[src/rtl/debounce_defs.sv]
// Shared definitions for the multi-channel debouncer: stability FSM encoding and
// default timing for a 100 MHz clk.
package debounce_defs;

  typedef enum logic {
    ST_STABLE   = 1'b0,
    ST_CHANGING = 1'b1
  } deb_state_e;

  localparam int unsigned DEF_CHANNELS      = 5;
  localparam int unsigned DEF_SYNC_STAGES   = 2;
  localparam int unsigned DEF_TICK_DIV      = 100000;
  localparam int unsigned DEF_STABLE_TICKS  = 10;
  localparam int unsigned DEF_REPEAT_EN     = 1;
  localparam int unsigned DEF_REPEAT_DELAY  = 500;
  localparam int unsigned DEF_REPEAT_PERIOD = 100;

  function automatic int unsigned max_u(input int unsigned a, input int unsigned b);
    return (a > b) ? a : b;
  endfunction

endpackage

[src/rtl/debounce_channel.sv]
// One debounced input: synchroniser, tick-based stability FSM, edge pulses and
// optional auto-repeat while held.
//   state       | meaning
//   ST_STABLE   | synchronised input matches the debounced level
//   ST_CHANGING | input differs from the level; counting ticks toward acceptance
module debounce_channel
  import debounce_defs::*;
#(
  parameter int unsigned SYNC_STAGES   = DEF_SYNC_STAGES,
  parameter int unsigned STABLE_TICKS  = DEF_STABLE_TICKS,
  parameter int unsigned REPEAT_EN     = DEF_REPEAT_EN,
  parameter int unsigned REPEAT_DELAY  = DEF_REPEAT_DELAY,
  parameter int unsigned REPEAT_PERIOD = DEF_REPEAT_PERIOD
) (
  input  logic clk,
  input  logic reset,
  input  logic tick_i,
  input  logic btn_i,
  output logic level_o,
  output logic rise_o,
  output logic fall_o,
  output logic repeat_o
);

  localparam int unsigned STB_W = $clog2(STABLE_TICKS + 1);
  localparam int unsigned REP_W = $clog2(max_u(REPEAT_DELAY, REPEAT_PERIOD) + 1);
  localparam logic [STB_W-1:0] STB_LAST = STB_W'(STABLE_TICKS - 1);
  localparam logic [REP_W-1:0] REP_DLY  = REP_W'(REPEAT_DELAY);
  localparam logic [REP_W-1:0] REP_PER  = REP_W'(REPEAT_PERIOD);

  logic [SYNC_STAGES-1:0] sync_q;
  logic                   s;
  deb_state_e             state_q, state_d;
  logic [STB_W-1:0]       stb_cnt_q, stb_cnt_d;
  logic                   level_q, level_d;
  logic                   rise_q, rise_d;
  logic                   fall_q, fall_d;
  logic                   accept;

  always_ff @(posedge clk) begin
    if (reset) sync_q <= '0;
    else       sync_q <= {sync_q[SYNC_STAGES-2:0], btn_i};
  end

  assign s = sync_q[SYNC_STAGES-1];

  always_ff @(posedge clk) begin
    if (reset) begin
      state_q   <= ST_STABLE;
      stb_cnt_q <= '0;
      level_q   <= 1'b0;
      rise_q    <= 1'b0;
      fall_q    <= 1'b0;
    end else begin
      state_q   <= state_d;
      stb_cnt_q <= stb_cnt_d;
      level_q   <= level_d;
      rise_q    <= rise_d;
      fall_q    <= fall_d;
    end
  end

  always_comb begin
    state_d   = state_q;
    stb_cnt_d = stb_cnt_q;
    case (state_q)
      ST_STABLE: begin
        if (s != level_q) begin
          state_d   = ST_CHANGING;
          stb_cnt_d = '0;
        end
      end
      ST_CHANGING: begin
        // A glitch back to the current level wins even on the accepting tick.
        if (s == level_q) begin
          state_d   = ST_STABLE;
          stb_cnt_d = '0;
        end else if (tick_i) begin
          if (stb_cnt_q == STB_LAST) begin
            state_d   = ST_STABLE;
            stb_cnt_d = '0;
          end else begin
            stb_cnt_d = stb_cnt_q + 1'b1;
          end
        end
      end
    endcase
  end

  always_comb begin
    accept  = (state_q == ST_CHANGING) && (s != level_q) && tick_i && (stb_cnt_q == STB_LAST);
    level_d = accept ? s : level_q;
    rise_d  = accept & s;
    fall_d  = accept & ~s;
  end

  assign level_o = level_q;
  assign rise_o  = rise_q;
  assign fall_o  = fall_q;

  if (REPEAT_EN != 0) begin : g_rep
    logic [REP_W-1:0] rep_cnt_q, rep_cnt_d, rep_inc, rep_lim;
    logic             phase_q, phase_d;
    logic             rep_q, rep_d;

    always_comb begin
      rep_cnt_d = rep_cnt_q;
      phase_d   = phase_q;
      rep_d     = 1'b0;
      rep_inc   = rep_cnt_q + 1'b1;
      rep_lim   = phase_q ? REP_PER : REP_DLY;
      // Released, or the level is changing this cycle: restart from the delay phase.
      if (!level_q || accept) begin
        rep_cnt_d = '0;
        phase_d   = 1'b0;
      end else if (tick_i) begin
        if (rep_inc == rep_lim) begin
          rep_cnt_d = '0;
          phase_d   = 1'b1;
          rep_d     = 1'b1;
        end else begin
          rep_cnt_d = rep_inc;
        end
      end
    end

    always_ff @(posedge clk) begin
      if (reset) begin
        rep_cnt_q <= '0;
        phase_q   <= 1'b0;
        rep_q     <= 1'b0;
      end else begin
        rep_cnt_q <= rep_cnt_d;
        phase_q   <= phase_d;
        rep_q     <= rep_d;
      end
    end

    assign repeat_o = rep_q;
  end else begin : g_no_rep
    assign repeat_o = 1'b0;
  end

endmodule

[src/rtl/multi_debounce.sv]
// N-channel button debouncer: one shared tick prescaler feeding independent
// per-channel debouncers.
module multi_debounce
  import debounce_defs::*;
#(
  parameter int unsigned CHANNELS      = DEF_CHANNELS,
  parameter int unsigned SYNC_STAGES   = DEF_SYNC_STAGES,
  parameter int unsigned TICK_DIV      = DEF_TICK_DIV,
  parameter int unsigned STABLE_TICKS  = DEF_STABLE_TICKS,
  parameter int unsigned REPEAT_EN     = DEF_REPEAT_EN,
  parameter int unsigned REPEAT_DELAY  = DEF_REPEAT_DELAY,
  parameter int unsigned REPEAT_PERIOD = DEF_REPEAT_PERIOD
) (
  input  logic                clk,
  input  logic                reset,
  input  logic [CHANNELS-1:0] btn_in,
  output logic [CHANNELS-1:0] btn_level,
  output logic [CHANNELS-1:0] rise,
  output logic [CHANNELS-1:0] fall,
  output logic [CHANNELS-1:0] repeat_pulse,
  output logic                tick
);

  localparam int unsigned DIV_W = $clog2(TICK_DIV + 1);
  localparam logic [DIV_W-1:0] DIV_LAST = DIV_W'(TICK_DIV - 1);

  if (CHANNELS < 1 || CHANNELS > 32) begin : g_bad_channels
    $error("multi_debounce: CHANNELS must be 1..32");
  end
  if (SYNC_STAGES < 2) begin : g_bad_sync
    $error("multi_debounce: SYNC_STAGES must be >= 2");
  end
  if (TICK_DIV < 1 || STABLE_TICKS < 1) begin : g_bad_timing
    $error("multi_debounce: TICK_DIV and STABLE_TICKS must be >= 1");
  end
  if (REPEAT_DELAY < 1 || REPEAT_PERIOD < 1) begin : g_bad_repeat
    $error("multi_debounce: REPEAT_DELAY and REPEAT_PERIOD must be >= 1");
  end

  logic [DIV_W-1:0] div_cnt_q, div_cnt_d;
  logic             div_wrap;

  assign div_wrap  = (div_cnt_q == DIV_LAST);
  assign div_cnt_d = div_wrap ? '0 : div_cnt_q + 1'b1;

  always_ff @(posedge clk) begin
    if (reset) div_cnt_q <= '0;
    else       div_cnt_q <= div_cnt_d;
  end

  // Masked during reset so the exported tick is quiet like every other output.
  assign tick = div_wrap & ~reset;

  for (genvar i = 0; i < CHANNELS; i++) begin : g_ch
    debounce_channel #(
      .SYNC_STAGES  (SYNC_STAGES),
      .STABLE_TICKS (STABLE_TICKS),
      .REPEAT_EN    (REPEAT_EN),
      .REPEAT_DELAY (REPEAT_DELAY),
      .REPEAT_PERIOD(REPEAT_PERIOD)
    ) u_ch (
      .clk     (clk),
      .reset   (reset),
      .tick_i  (tick),
      .btn_i   (btn_in[i]),
      .level_o (btn_level[i]),
      .rise_o  (rise[i]),
      .fall_o  (fall[i]),
      .repeat_o(repeat_pulse[i])
    );
  end

endmodule

[config.mk]
export PLATFORM = sky130hd
export DESIGN_NAME = multi_debounce
export DESIGN_NICKNAME = d
export VERILOG_FILES = /design/src/rtl/debounce_defs.sv /design/src/rtl/debounce_channel.sv /design/src/rtl/multi_debounce.sv
export SDC_FILE = /design/constraint.sdc
export NUM_CORES = 1
export LEC_CHECK = 0
export BUFFER_PORTS_ARGS = -buffer_cell sky130_fd_sc_hd__buf_2
export CAP_MARGIN = 40
export CORE_MARGIN = 3
export CORE_UTILIZATION = 55
export DETAILED_ROUTE_END_ITERATION = 10
export GPL_TIMING_DRIVEN = 1
export PLACE_DENSITY_LB_ADDON = 0.08
export SLEW_MARGIN = 10
export SYNTH_ARGS = -nofsm -noshare
export SYNTH_HDL_FRONTEND = slang
export SYNTH_SLANG_ARGS = --single-unit
[constraint.sdc]
create_clock -name clk -period 3.55 [get_ports clk]
set_clock_uncertainty 0.2 [all_clocks]
set_input_delay 1.065 -clock clk [delete_from_list [all_inputs] [get_ports clk]]
set_output_delay 1.065 -clock clk [all_outputs]
set_load 0.05 [all_outputs]
==> run_results.csv <==
group,metric,value,unit
global_route,grtUsageTotal,0.2554,
power,switching_share,0.2014,
cts,clock_latency,430,ps
cts,holdBufCountCts,0,
synth,synth_area_per_cell,8.390,um2
place,placed_cell_area,6673,um2
detailed_routing,viasPerCell,6.262,
power,p_sw,664.4,uW
timing,finalWorstSetupSlack,119.6,ps
setup_path,critPathRequiredTime,2280,ps
global_route,grt_pass1_wl,27050,um
floorplan,die-width,115.2,um
cts,htreeDepth,4,
setup_path,path_depth,5,
cts,cts_max_path_buffers,2,
hold_path,whs_path_depth,1,
cts,cts_made_buffers,17,
place,dpl.hpwl,10610,um
place,dp_cells,906,
final_layout,final_cell_mix,"dfxtp_1, nor2_1, nor3_1, a21oi_1, nand3_1",
setup_path,startpoint_type,"flip-flop",
final_layout,mostFrequentLayoutCell,"dfxtp_1",
setup_path,max_stage_delay,430,ps
synth,synth_cell_type_count,66,
detailed_routing,drtIter0Drc,483,
detailed_routing,routed-via-count,5874,
power,clkPwrFrac,0.554,
final_layout,final_cells,938,
synth,synth_edf_count,0,
setup_path,critPathBufInv,2,
place,dp_slack,358.6,ps
job,cap_violations,0,
detailed_routing,wl_met2,7578,um
global_route,grt_pass1_vias,5615,
power,power.density,452.0,nW/um2
synth,synthFlopType,"dfxtp_1",
detailed_routing,routed_wl,16120,um
floorplan,io_pins,28,
final_layout,fin_nets,805,
detailed_routing,dr_wl_met3,962,um
power,p_total,3.300,mW
floorplan,die_area,13280,um2
cts,cts_num_sinks,122,
synth,netlist_area,6561,um2
synth,yosysWarnings,0,
power,vdd_drop_max,0.0004039,V
synth,synth_seq_cells,122,
timing,max_freq,291.5,MHz
timing,fin_crit_sh,0.9663,
final_layout,syn2layout_area_growth,11.27,%
floorplan,die_height,115.2,um
hold_path,hold_class,"reg -> reg",
power,pwr-share-comb,0.023,
detailed_routing,ant_nets,0,
setup_path,crit_chain,"nor4b_4 -> nand4b_4 -> or3_1 -> inv_2 -> clkbuf_4",
power,p_leak,2.536,nW
timing,min_period,3430,ps
floorplan,core-area,11520,um2
global_route,antenna_found_initial,0,
synth,synth_nets,805,
synth,ys_async_sr_fraction,0,
setup_path,worst-path-max-fanout,6,
detailed_routing,wl_met1,7221,um
timing,slew_violations,0,
cts,cts_tree,"yes",
timing,relSlewSlack,0.4640,
timing,setup_viol,0,
power,sequentialPowerShare,0.423,
floorplan,initial_utilization,0.5698,
timing,worst_pin_slew,802.7,ps
setup_path,arrival,2170,ps
setup_path,crit_slowest_cell,"or3_1",
final_layout,layout-drive-gt1-share,0.1170,
global_route,grt_max_degree,27,
floorplan,placementRows,39,
timing,hold_viol,0,
setup_path,crit_type,"reg -> out",
outcome,status,"finished, final reports clean",
synth,synth_cells,782,
setup_path,cp_top_family,"simple AND/OR/NAND/NOR gates",
timing,rsz0062_at_grt,"false",
final_layout,diodes,0,
detailed_routing,avgRoutedWirePerCell,17.19,um
place,gp_congestion,0.8199,
cts,path_clk_slew,50,ps
setup_path,rr_worst_depth,7,
detailed_routing,first_pass_iters,5,
synth,ys_seq_area_frac,0.3722,
place,port_buffers,27,
power,internal-power,2.635,mW
global_route,grt_overflow,0,
detailed_routing,maxUsedRoutingLayer,"met4",
setup_path,end_kind,"output port",
timing,setup_tns,0,ps
final_layout,final_cell_area,7301,um2
cts,clock-root-buffer,"clkbuf_16",
detailed_routing,drc_errors,0,
routing by layer:
| layer | vias to the layer above | GRT usage |
|---|---|---|
| li1 | 2844 | - |
| met1 | 2825 | 0.3254 |
| met2 | 167 | 0.4078 |
| met3 | 38 | 0.07421 |
| met4 | 0 | 0.1017 |
| met5 | - | 0 |
cells in the mapped netlist, drive strengths merged, types with 3 or more instances:
cell type,count,area share
nand2b,4,0.0038
o211ai,3,0.0034
o21bai,3,0.0034
nor2,81,0.046
mux2i,4,0.0061
o21ai,42,0.032
a211o,3,0.0040
and3b,5,0.0067
ha,16,0.031
dfxtp,122,0.37
a31o,4,0.0053
xor2,27,0.036
nand3b,4,0.0046
a31oi,11,0.010
nand4,21,0.020
or3,15,0.014
and3,12,0.011
o22ai,12,0.011
buf,37,0.039
nor3,50,0.039
o311ai,4,0.0065
nor2b,15,0.014
a21oi,47,0.037
inv,14,0.0080
xor3,3,0.011
nand4b,5,0.0090
nand2,38,0.022
nor4bb,3,0.0046
clkbuf,26,0.015
nor4,7,0.0076
nor4b,4,0.0086
or4,7,0.0080
a311o,5,0.0076
and4b,5,0.0076
o21a,4,0.0046
xnor2,22,0.029
nand3,44,0.034
and2,9,0.0086
a32o,4,0.0061
o31ai,15,0.017
and4,6,0.0084
worst reg2reg max path, delay by kind of cell (launching register included):
| family | cells | cell delay (ps) |
|---|---|---|
| flops | 1 | 350 |
| buf+inv | 1 | 260 |
| fa+ha+maj | 1 | 220 |
| simple gates | 4 | 1160 |
| compound gates | 1 | 300 |
cells by family after synthesis:
kind of cell / synth area share
compound gates: 0.1684
xor+xnor: 0.07628
fa+ha+maj: 0.03051
buf+inv: 0.06159
flops: 0.3722
mux: 0.006102
simple gates: 0.2849
timing repair:
item	in CTS	in global routing
setup endpoints to repair	0	1
buffers inserted	0	0
resized for setup	0	3
registers in the layout, summed over array words and instances (netlist names):
register,flops
g_ch.u_ch.g_rep.phase_q,5
g_ch.u_ch.sync_q,10
g_ch.u_ch.repeat_o,5
g_ch.u_ch.state_q,5
g_ch.u_ch.stb_cnt_q,20
g_ch.u_ch.g_rep.rep_cnt_q,45
div_cnt_q,17
g_ch.u_ch.level_o,5
g_ch.u_ch.rise_o,5
g_ch.u_ch.fall_o,5
power by group through the flow:
stage               Clock (mW)  Combinational, mW  Sequential (mW)
floorplan                    0             0.0512             1.42
global placement             0             0.0710             1.42
detailed placement           0             0.0745             1.42
CTS                       1.86             0.0752             1.39
global route              1.92             0.0825             1.40
finish                    1.83             0.0752             1.40
through the flow:
stage          hold slack, ps  utilization
2_1_floorplan           213.8            -
3_3_place_gp            216.1       0.5794
3_5_place_dp            220.4       0.5794
4_1_cts                 230.7       0.6334
5_1_grt                 257.9       0.6340
6_report                229.2       0.6340
final cells by class:
type	instances	area, um2
Fill cell	992	4215
Multi-Input combinational cell	583	3727
Sequential cell	122	2442
Clock buffer	24	481.7
Timing Repair Buffer	44	277.8
Tap cell	143	178.9
Clock inverter	8	140.1
Inverter	14	52.55
final timing paths:
kind                          start                              end  slack (ps)
min          g_ch[4].u_ch.sync_q[0]           g_ch[4].u_ch.sync_q[1]         230
min reg2reg  g_ch[4].u_ch.sync_q[0]           g_ch[4].u_ch.sync_q[1]         230
max reg2reg            div_cnt_q[0]  g_ch[4].u_ch.g_rep.rep_cnt_q[5]         940
max                   div_cnt_q[12]                             tick         120
No activity file was read; power rests on OpenSTA's default activity.
